===== src/rtl/ex_muldiv_unit.sv =====
// Iterative RV64M multiply/divide unit: one result bit per cycle through a shared 2*XLEN shift register.
// IDLE accepts Start, CALC iterates XLEN times, DONE presents the sign-corrected result for one cycle.
module ex_muldiv_unit #(
    parameter int XLEN  = 64,
    parameter int CNT_W = 7
) (
    input  logic            clk,
    input  logic            reset_n,
    input  logic            Start,
    input  logic [2:0]      MulDivOp,
    input  logic [XLEN-1:0] SrcA,
    input  logic [XLEN-1:0] SrcB,
    input  logic            Flush,
    output logic            Busy,
    output logic            Done,
    output logic [XLEN-1:0] MulDivRes
);

    typedef enum logic [1:0] {S_IDLE, S_CALC, S_DONE} state_t;

    state_t              r_state;
    state_t              w_next;
    logic [2:0]          r_op;
    logic [XLEN-1:0]     r_a;
    logic [XLEN-1:0]     r_b;
    logic [XLEN-1:0]     r_spec_res;
    logic [XLEN-1:0]     r_res;
    logic [2*XLEN-1:0]   r_prod;
    logic                r_neg_q;
    logic                r_neg_r;
    logic                r_special;
    logic [CNT_W-1:0]    r_cnt;

    logic                w_accept;
    logic                w_a_signed;
    logic                w_b_signed;
    logic                w_neg_a;
    logic                w_neg_b;
    logic [XLEN-1:0]     w_mag_a;
    logic [XLEN-1:0]     w_mag_b;
    logic                w_b_zero;
    logic                w_ovf;
    logic                w_special;
    logic [XLEN-1:0]     w_spec_res;
    logic [XLEN:0]       w_mul_sum;
    logic [2*XLEN-1:0]   w_mul_next;
    logic [XLEN:0]       w_div_diff;
    logic [2*XLEN-1:0]   w_div_next;
    logic [2*XLEN-1:0]   w_prod_neg;
    logic [2*XLEN-1:0]   w_mul_full;
    logic [XLEN-1:0]     w_quot;
    logic [XLEN-1:0]     w_rem;
    logic [XLEN-1:0]     w_final;
    logic                w_done;

    assign w_accept   = (r_state == S_IDLE) && Start && !Flush;
    assign w_a_signed = (MulDivOp == 3'b001) || (MulDivOp == 3'b010) || (MulDivOp[2] && !MulDivOp[0]);
    assign w_b_signed = (MulDivOp == 3'b001) || (MulDivOp[2] && !MulDivOp[0]);
    assign w_neg_a    = w_a_signed && SrcA[XLEN-1];
    assign w_neg_b    = w_b_signed && SrcB[XLEN-1];
    assign w_mag_a    = w_neg_a ? -SrcA : SrcA;
    assign w_mag_b    = w_neg_b ? -SrcB : SrcB;
    assign w_b_zero   = (SrcB == '0);
    assign w_ovf      = MulDivOp[2] && !MulDivOp[0] && (SrcA == {1'b1, {(XLEN-1){1'b0}}}) && (SrcB == '1);
    assign w_special  = MulDivOp[2] && (w_b_zero || w_ovf);
    assign w_spec_res = w_b_zero ? (MulDivOp[1] ? SrcA : '1) : (MulDivOp[1] ? '0 : SrcA);

    // Multiply: add multiplicand into the upper half when the multiplier LSB is set, then shift right.
    assign w_mul_sum  = {1'b0, r_prod[2*XLEN-1:XLEN]} + {1'b0, r_a};
    assign w_mul_next = r_prod[0] ? {w_mul_sum, r_prod[XLEN-1:1]} : {1'b0, r_prod[2*XLEN-1:1]};

    // Divide: upper half is the partial remainder, lower half shifts dividend out and quotient in.
    assign w_div_diff = r_prod[2*XLEN-1:XLEN-1] - {1'b0, r_b};
    assign w_div_next = w_div_diff[XLEN] ? {r_prod[2*XLEN-2:0], 1'b0}
                                         : {w_div_diff[XLEN-1:0], r_prod[XLEN-2:0], 1'b1};

    assign w_prod_neg = -r_prod;
    assign w_mul_full = r_neg_q ? w_prod_neg : r_prod;
    assign w_quot     = r_neg_q ? w_prod_neg[XLEN-1:0] : r_prod[XLEN-1:0];
    assign w_rem      = r_neg_r ? -r_prod[2*XLEN-1:XLEN] : r_prod[2*XLEN-1:XLEN];

    always_comb begin
        w_final = r_spec_res;
        if (!r_special) begin
            if (!r_op[2])
                w_final = (r_op[1:0] == 2'b00) ? w_mul_full[XLEN-1:0] : w_mul_full[2*XLEN-1:XLEN];
            else
                w_final = r_op[1] ? w_rem : w_quot;
        end
    end

    always_ff @(posedge clk or negedge reset_n) begin
        if (!reset_n)
            r_state <= S_IDLE;
        else
            r_state <= w_next;
    end

    always_comb begin
        w_next = r_state;
        w_done = 1'b0;
        case (r_state)
            S_IDLE: if (w_accept) w_next = w_special ? S_DONE : S_CALC;
            S_CALC: begin
                if (Flush)
                    w_next = S_IDLE;
                else if (r_cnt == CNT_W'(1))
                    w_next = S_DONE;
            end
            S_DONE: begin
                w_next = S_IDLE;
                w_done = !Flush;
            end
            default: w_next = S_IDLE;
        endcase
    end

    always_ff @(posedge clk or negedge reset_n) begin
        if (!reset_n) begin
            r_op       <= '0;
            r_a        <= '0;
            r_b        <= '0;
            r_spec_res <= '0;
            r_res      <= '0;
            r_prod     <= '0;
            r_neg_q    <= 1'b0;
            r_neg_r    <= 1'b0;
            r_special  <= 1'b0;
            r_cnt      <= '0;
        end else begin
            if (w_accept) begin
                r_op       <= MulDivOp;
                r_a        <= w_mag_a;
                r_b        <= w_mag_b;
                r_neg_q    <= w_neg_a ^ w_neg_b;
                r_neg_r    <= w_neg_a;
                r_special  <= w_special;
                r_spec_res <= w_spec_res;
                r_cnt      <= CNT_W'(XLEN);
                r_prod     <= MulDivOp[2] ? {{XLEN{1'b0}}, w_mag_a} : {{XLEN{1'b0}}, w_mag_b};
            end
            if (r_state == S_CALC && !Flush) begin
                r_cnt  <= r_cnt - CNT_W'(1);
                r_prod <= r_op[2] ? w_div_next : w_mul_next;
            end
            if (w_done)
                r_res <= w_final;
        end
    end

    // The result is visible in the Done cycle itself, then held from r_res.
    assign Busy      = (r_state != S_IDLE);
    assign Done      = w_done;
    assign MulDivRes = w_done ? w_final : r_res;

endmodule

===== config.mk =====
export PLATFORM = sky130hd
export DESIGN_NAME = ex_muldiv_unit
export DESIGN_NICKNAME = d
export VERILOG_FILES = /design/src/rtl/ex_muldiv_unit.sv
export SDC_FILE = /design/constraint.sdc
export NUM_CORES = 2
export LEC_CHECK = 0
export ABC_AREA = 0
export CORE_MARGIN = 10
export CORE_UTILIZATION = 40
export DETAILED_ROUTE_END_ITERATION = 8
export GPL_TIMING_DRIVEN = 0
export SLEW_MARGIN = 20
export SYNTH_ARGS = -nofsm -noshare
export SYNTH_HDL_FRONTEND = slang
export SYNTH_SLANG_ARGS = --single-unit

===== constraint.sdc =====
create_clock -name clk -period 13.9 [get_ports clk]
set_input_delay 3.475 -clock clk [delete_from_list [all_inputs] [get_ports clk]]
set_output_delay 3.475 -clock clk [all_outputs]
set_load 0.02 [all_outputs]

==> reports/results.txt <==
The worst setup path is captured at an output port. The number of antenna violations at the first check in global routing came out at 10. The first-pass iteration count of the detailed router came out at 8. In the post-route analysis, the smallest setup slack over all paths is 2530 ps. The maximum level of the CTS H-tree came out at 2.

The worst register-to-register path has a setup slack of 7050 ps. For this design the top-level I/O count stands at 201. The final hold violation count was 0; the global-route total usage across every layer was 0.4077. At the later pin of the worst-skew pair, clock insertion delay measures 680 ps. At the placement stage, the worst setup path has a slack of 2839 ps. The logs give 6020 for the final cell count without fillers and 0.03507 mm^2 for the netlist area before placement.

The logs give 0.2847 for the share of synthesized area occupied by flip-flops and latches and 0 for the number of max-cap violations. For the share of total power in sequential cells, the log shows 0.196. Count of buffer and inverter cells on the critical path: 3. Relative to the synthesized area, the layout overhead comes to 15.82%. For the fmax, the log shows 87.95 MHz. Across the VDD grid, the largest voltage drop is 0.1466 mV. Number of placement rows: 108.

The area of the core was 0.08689 mm^2; the highest fanout seen on the critical path was 10. The proportion of synthesized flip-flops having asynchronous set or reset works out to 1.000. The final route contains 40190 vias. After detailed routing, the average wire length per cell comes to 35.21 um. The placed standard-cell area is 0.03875 mm^2. The worst clock skew is 22.24 ps. After detailed routing, the number of remaining DRC violations is 0. Start point of the critical path: Flush.

The number of warnings issued by yosys is 0. Cell internal power was estimated by the tool at 4.702 mW. The minimum clock period after layout came out at 11370 ps. In this run the number of cells on the critical path is 9.

The area fraction in compound gates after synthesis is 0.2669, and the core utilization of the finished layout is 0.4675. For this design the ratio of total power to cell area is 259.0 mW/mm^2. In the routed layout, each cell is associated on average with a via count of 6.676. The count of pins over their slew limit is 0, and the maximum count of clock buffers along a single path is 3. Averaged over all synthesized cells, the footprint is 7.696 um^2.

The synthesized-area fraction occupied by adder cells works out to 0.04959. The fraction of the mapped netlist area in simple logic gates was 0.2025. For this run, the leading register cell type out of synthesis is sky130_fd_sc_hd__dfrtp_1.

The horizontal die dimension was 316.1 um. Synthesis instantiated 95 different standard cells from the library. The run gives 5.819 mW as the net switching power.

The most frequent cell after synthesis was sky130_fd_sc_hd__nand2_1. STA puts the critical path data arrival time at 7900 ps. For the required time of the critical path, the log shows 10430 ps. The layout cell share with drive strength beyond 1 was 0.04362; the leakage component of the power was 16.80 nW. The clock-pin transition on the worst setup and hold timing paths is 60 ps.

Post-CTS timing repair inserted 0 buffers for setup. For the power share of the clock group, the log shows 0.146. Initial cell density of the core: 0.4036. The path class of the tightest hold or removal check is reg2reg. The global placer's final weighted congestion came out at 1.089. The pin slew with the least headroom to its limit is 1279 ps, and the synthesis-stage register bit count is 399. The most critical setup path has its endpoint at MulDivRes[52]. Including well taps, the total number of placed cells is 5923. Traced cell by cell, the critical path runs through clkdlybuf4s50_1 -> nor2_1 -> nand2_1 -> nor2_1 -> clkbuf_1 -> o21ai_0 -> a211oi_2 -> a21oi_1 -> clkdlybuf4s50_1.

The largest family of logic cells by synthesized area was compound AO/OA/AOI/OAI gates. Setup repair after global routing left no endpoint under its margin. The net count of the finished layout is 5092. The remaining global-route overflow came out at 0. The portion of synthesized cell area occupied by the leading cell type is 0.2847. The multiplexer area fraction after synthesis works out to 0.04310. The pin count of the biggest net entering global routing came out at 93.

Grouping stages by cell kind, the critical path spends the most delay in buffers and inverters. Gates resized during post-CTS repair numbered 0. The CTS sink count was 399. The switching share of total power was 0.5531; the detailed placer's ending HPWL was 169700 um.

The tools report the kind of launch point of the worst setup path as an input port. Full die area: 0.09993 mm^2. Counting every instance in the synthesized netlist gives 4557. The worst setup path is of the in2out kind. The run gives 37050 as the via count of the first global-routing pass. The share of the synthesized netlist area taken by xor and xnor gates was 0.1031; the total clock buffers created by CTS was 50. The run gives 0.659 as the portion of total power attributed to combinational logic.

For this design, the slowest cell found on the critical path is sky130_fd_sc_hd__nor2_1. By area the synthesized netlist is led by sky130_fd_sc_hd__dfrtp_1 28%, sky130_fd_sc_hd__o21ai_0 7.7%, sky130_fd_sc_hd__nand2_1 7.5%. Measured in cells, the most critical reg-to-reg path has a length of 15. After detailed routing, the total wire length is 212000 um. The worst slew margin relative to its limit was 0.1473; the die height was 316.1 um. Ranked by instance count, the synthesized netlist is headed by 704 x sky130_fd_sc_hd__nand2_1, 540 x sky130_fd_sc_hd__o21ai_0, 399 x sky130_fd_sc_hd__dfrtp_1.

TritonCTS built the clock tree. Fraction of the cycle the final worst path needs: 0.8180. The first-pass GRT wire length was 289100 um. The run finished with clean final reports.

When the netlist entered floorplanning its net count stood at 4829. Buffers placed on the I/O ports in this run total 200. The worst register-to-register path ends at r_prod[109]. Setup violations remaining at the end of the flow were counted as 0. Hold repair after CTS inserted 0 buffers.

The largest single stage delay on the critical path is 990 ps. The worst register-to-register path begins at r_prod[63]. The cell at the root of the clock tree is sky130_fd_sc_hd__clkbuf_16. The biggest area contributor in the post-synthesis netlist is sky130_fd_sc_hd__dfrtp_1.

The initial detailed-routing violation count is 6639. The number of flops mapped to enable cells by yosys was 0; the finished layout cell area was 0.04062 mm^2. Once detail routing completed, the nets flagged for antenna violations numbered 0.
per-stage QoR:
stage	power, mW	TNS, ps	hold WS, ps
2_1_floorplan	6.048	0	442.3
3_3_place_gp	8.664	-3759990	455.9
3_5_place_dp	8.665	0	464.9
4_1_cts	10.22	0	477.6
5_1_grt	10.93	0	504.0
6_report	10.52	0	473.9
flip-flops by register name (all words and copies together) (netlist names):
name        cells
r_a            64
r_state         2
r_b            64
r_op            3
r_res          64
r_cnt           7
r_special       1
r_neg_q         1
r_neg_r         1
r_spec_res     64
r_prod        128
area by class of cell:
class | count | area (um^2)
clock buffers | 68 | 1440
plain buffers | 340 | 1297
multi-input cells | 3691 | 23380
flip-flops and latches | 399 | 9985
clock inverters | 24 | 407.9
inverters | 127 | 476.7
repair buffers | 211 | 2171
diodes | 5 | 12.51
well taps | 1155 | 1445
fillers | 8882 | 46270
power by group through the flow:
stage	sequential, mW	combinational, mW	clock (mW)
floorplan	1.83	4.22	0
global placement	2.05	6.61	0
detailed placement	2.05	6.62	0
CTS	2.03	6.65	1.53
global route	2.08	7.28	1.58
finish	2.06	6.93	1.53
per-layer routing:
metal	vias up	track usage	part of all wire	routed length, um
met5	-	0	0.00044	93
met4	4	0.2486	0.073	15480
met3	579	0.1053	0.12	25110
met2	2785	0.5708	0.40	84680
met1	19750	0.5540	0.41	86600
li1	17070	-	-	-
placed cells by master (no fill, tap or decap), types with 32 or more instances in the layout:
cell type                         count
sky130_fd_sc_hd__nand2_1            704
sky130_fd_sc_hd__o21ai_0            539
sky130_fd_sc_hd__dfrtp_1            399
sky130_fd_sc_hd__a21oi_1            361
sky130_fd_sc_hd__clkbuf_1           311
sky130_fd_sc_hd__nor2_1             261
sky130_fd_sc_hd__xor2_1             210
sky130_fd_sc_hd__xnor2_1            201
sky130_fd_sc_hd__clkdlybuf4s50_1    199
sky130_fd_sc_hd__ha_1               135
sky130_fd_sc_hd__inv_1              124
sky130_fd_sc_hd__mux2i_1            115
sky130_fd_sc_hd__nand3_1             90
sky130_fd_sc_hd__nor3_1              70
sky130_fd_sc_hd__a21o_1              68
sky130_fd_sc_hd__o211ai_1            65
sky130_fd_sc_hd__nand4_1             60
sky130_fd_sc_hd__o31ai_1             58
sky130_fd_sc_hd__clkbuf_16           51
sky130_fd_sc_hd__or4_1               48
sky130_fd_sc_hd__o221ai_1            45
sky130_fd_sc_hd__nor4_1              41
sky130_fd_sc_hd__and3_1              39
sky130_fd_sc_hd__a32o_1              38
sky130_fd_sc_hd__or3_1               37
sky130_fd_sc_hd__a221o_1             36
sky130_fd_sc_hd__a211oi_1            34
sky130_fd_sc_hd__mux2_2              32
tightest hold or removal path, cell delays in order (launching register included):
cell                      delay (ps)
sky130_fd_sc_hd__dfrtp_1         340
sky130_fd_sc_hd__nand2_1          40
sky130_fd_sc_hd__o21ai_0          60
how the worst min path moves through the flow:
stage,startpoint,end,depth (start not counted)
global route,r_a[17],r_a[17],2
CTS,r_spec_res[48],r_spec_res[48],2
finish,r_spec_res[24],r_spec_res[24],2
floorplan,r_spec_res[0],r_spec_res[0],2
detailed placement,r_spec_res[48],r_spec_res[48],2
global placement,r_spec_res[45],r_spec_res[45],2
cell families after synthesis:
| logic type | count (synthesis) |
|---|---|
| AND/OR/NAND/NOR | 1502 |
| AO/OA/AOI/OAI | 1492 |
| buffers and inverters | 467 |
| XOR/XNOR | 412 |
| flip-flops | 399 |
| multiplexers | 147 |
| adder cells (fa/ha/maj) | 138 |
(Power assumes the default switching activity.)
